**config.mk**
```make
export PLATFORM = sky130hd
export DESIGN_NAME = or8_hold_timer
export DESIGN_NICKNAME = d
export VERILOG_FILES = /design/src/rtl/or8_chk_pkg.sv /design/src/rtl/or8_hold_timer.sv
export SDC_FILE = /design/constraint.sdc
export NUM_CORES = 1
export LEC_CHECK = 0
export CAP_MARGIN = 20
export CORE_AREA = 2 2 39 41
export CTS_CLUSTER_SIZE = 10
export DETAILED_ROUTE_END_ITERATION = 6
export DIE_AREA = 0 0 41 43
export HOLD_SLACK_MARGIN = 0.05
export PLACE_DENSITY = 0.49
export SETUP_SLACK_MARGIN = 0.4
export SLEW_MARGIN = 25
export SYNTH_ARGS = -nofsm -noshare
export SYNTH_HDL_FRONTEND = slang
export SYNTH_SLANG_ARGS = --single-unit
export TNS_END_PERCENT = 50
```
**constraint.sdc**
```tcl
create_clock -name clk_i -period 3.18 [get_ports clk_i]
set_input_delay 0.954 -clock clk_i [delete_from_list [all_inputs] [get_ports clk_i]]
set_output_delay 0.954 -clock clk_i [all_outputs]
set_load 0.01 [all_outputs]
```
**src/rtl/or8_chk_pkg.sv**
```systemverilog
// Shared types and constants for the exhaustive 8-input OR checker.
package or8_chk_pkg;

  localparam int unsigned VEC_W     = 8;
  localparam int unsigned N_VECTORS = 256;
  localparam int unsigned CNT_W     = 9;
  localparam int unsigned HOLD_W    = 4;

  typedef enum logic [1:0] {
    IDLE  = 2'd0,
    HOLD  = 2'd1,
    CHECK = 2'd2,
    DONE  = 2'd3
  } or8_state_e;

  function automatic logic or8_expected(input logic [VEC_W-1:0] vec);
    return |vec;
  endfunction

endpackage

```
**src/rtl/or8_hold_timer.sv**
```systemverilog
// Down-counter that times how long each stimulus vector is held; tc_o flags zero.
module or8_hold_timer
  import or8_chk_pkg::*;
(
  input  logic              clk_i,
  input  logic              rst_i,
  input  logic              load_i,
  input  logic              en_i,
  input  logic [HOLD_W-1:0] load_val_i,
  output logic              tc_o
);

  logic [HOLD_W-1:0] cnt_q, cnt_d;

  always_comb begin
    cnt_d = cnt_q;
    if (load_i) begin
      cnt_d = load_val_i;
    end else if (en_i && (cnt_q != '0)) begin
      cnt_d = cnt_q - HOLD_W'(1);
    end
  end

  always_ff @(posedge clk_i) begin
    if (rst_i) begin
      cnt_q <= '0;
    end else begin
      cnt_q <= cnt_d;
    end
  end

  assign tc_o = (cnt_q == '0);

endmodule

```
==> flow_metrics.tcl <==
set metrics [dict create \
    status "finished clean" \
    via_count 248 \
    post_synth.cell_area_avg_um2 9.06 \
    reg2reg_depth 5 \
    postLayoutSetupSlackWorst_ps 645 \
    worstPathMaxFanout 5 \
    layout_common_cells "clkdlybuf4s50_1 (7), nor2_1 (5), dfxtp_1 (4)" \
    critical_path_class "reg -> out" \
    report.power.total_mw 0.166 \
    die_h_um 43 \
    worstHoldPathCells 2 \
    path_cells "inv_1 > ha_2 > or3b_4 > inv_1 > dlygate4sd2_1" \
    die_x_um 41 \
    cts_tree "done" \
    gp_congestion 0.689 \
    dp_hpwl_um 420 \
    wl_um 567 \
    ys_types 16 \
    antenna_found_initial 0 \
    grt_pass1_wl_um 876 \
    synthArstFlopShare 0 \
    ant_nets 0 \
    synth-seq-cells 4 \
    fin_cells 56 \
    antenna_cells 0 \
    yosysWarningCount 0 \
    p_leak_nw 0.146 \
    avgViaCountPerCell 4.43 \
    first_pass_iters 1 \
    rsz0062_at_grt "false" \
    core_area_um2 1380 \
    syn_inst 29 \
    start_util 0.190 \
    postPlaceCellArea_um2 363 \
    final_common_cell "clkdlybuf4s50_1" \
    crit_arrival_ps 1580 \
    area_growth_syn_to_layout_pct 47.1 \
    slew_headroom 0.798 \
    drc 0 \
    critPathMostFrequentCell "inv_1" \
    synth_top_flop_cell "dfxtp_1" \
    nets 51 \
    row_count 14 \
    hold_viol_final 0 \
    fin_crit_sh 0.797 \
    top_regs "cnt_q: 4 flops" \
    place_inst 53 \
    max_freq_mhz 395 \
    start_kind "register" \
    grt_overflow 0 \
    synth-seq-area-share 0.305 \
    grt_usage 0.0842 \
    synth_edf_count 0 \
    slew_viol_final 0 \
    clk_pin_slew_ps 40 \
    peakVddDrop_mv 0.239 \
    crit_path_top_delay_cell "or3b_4" \
    cts-root-buf "clkbuf_4" \
    clock_skew_ps 2.26 \
    fin_hold_ws_ps 515 \
    clockBufferDepth 2 \
    fin_util 0.279 \
    endpoint_kind "output port" \
    min_path_type "reg -> reg" \
    worst_pin_slew_ps 302 \
    clock_sinks 4 \
    period_minus_slack_ps 2530 \
    die_area_um2 1760 \
    top_register "cnt_q" \
    max_cap_viol_count 0 \
    cts_buffers 3 \
    portBuffers 8 \
    netlist_area_um2 263 \
    grt_pass1_vias 213 \
    clock_latency_ps 230 \
    largest_register_ffs 4 \
    h-tree-depth 1 \
    powerDensity_nw_per_um2 429 \
    wl_per_cell_um 10.1 \
    io_pins 9 \
    grt_max_degree 8 \
    place_ws_ps 562 \
    first_iter_violations 0 \
    required_ps 2230 \
    fin_setup_tns_ps 0 \
    stdcell_area_um2 387 \
    cp_slowest_stage_delay_ps 420 \
    drive_above_1_share 0.200 \
    finalSetupViolations 0 \
    syn-num-nets 38 \
]
[layout make-up]
cell class / count / area [µm²]
Clock buffer: 3 / 22.5
Fill cell: 152 / 997
Inverter: 4 / 15.0
Multi-Input combinational cell: 21 / 170
Sequential cell: 4 / 80.1
Tap cell: 16 / 20.0
Timing Repair Buffer: 8 / 78.8
[cells in the mapped netlist (all sizes together), types with 2 or more instances]
library cell,instances,area (µm²)
inv,4,15.0
nor2,5,18.8
a311oi,2,17.5
dfxtp,4,80.1
nand2,3,11.3
[worst max-delay path: cells and delay by family, from the launching register on]
kind	cells	cell delay (ps)
AND/OR/NAND/NOR	1	420
flip-flops	1	310
buffers and inverters	3	410
adder cells (fa/ha/maj)	1	200
[worst paths after layout]
path | from | endpoint | slack [ps]
setup / recovery | cnt_q[0] | tc_o | 650
hold / removal | cnt_q[2] | cnt_q[2] | 520
setup reg to reg | cnt_q[0] | cnt_q[1] | 1610
hold reg to reg | cnt_q[2] | cnt_q[2] | 520
[kinds of logic (layout without fill, tap and decap cells)]
family / Yosys count / after routing / synth area share
AND/OR/NAND/NOR: 13 / 13 / 0.286
AO/OA/AOI/OAI: 6 / 6 / 0.267
flip-flops: 4 / 4 / 0.305
buffers and inverters: 4 / 15 / 0.0571
adder cells (fa/ha/maj): 1 / 1 / 0.0476
multiplexers: 1 / 1 / 0.0381
[routing by layer]
layer	vias to the layer above	routed length [µm]	GRT usage
met1	109	261	0.0895
met4	0	0	0.0400
met5	-	0	0
met3	0	63	0.0942
li1	131	-	-
met2	8	242	0.100
[where the power goes]
group / internal, mW / switching [mW]
combinational: 0.0238 / 0.0202
sequential: 0.0549 / 0.00378
clock: 0.0422 / 0.0208
total: 0.121 / 0.0448
[repair_timing]
action                                  4_1_cts  5_1_grt
hold buffers                                  0        0
endpoints found under the setup margin        1        0
resized for setup                             3        0
buffers inserted                              0        0
No activity file was read; power rests on OpenSTA's default activity.
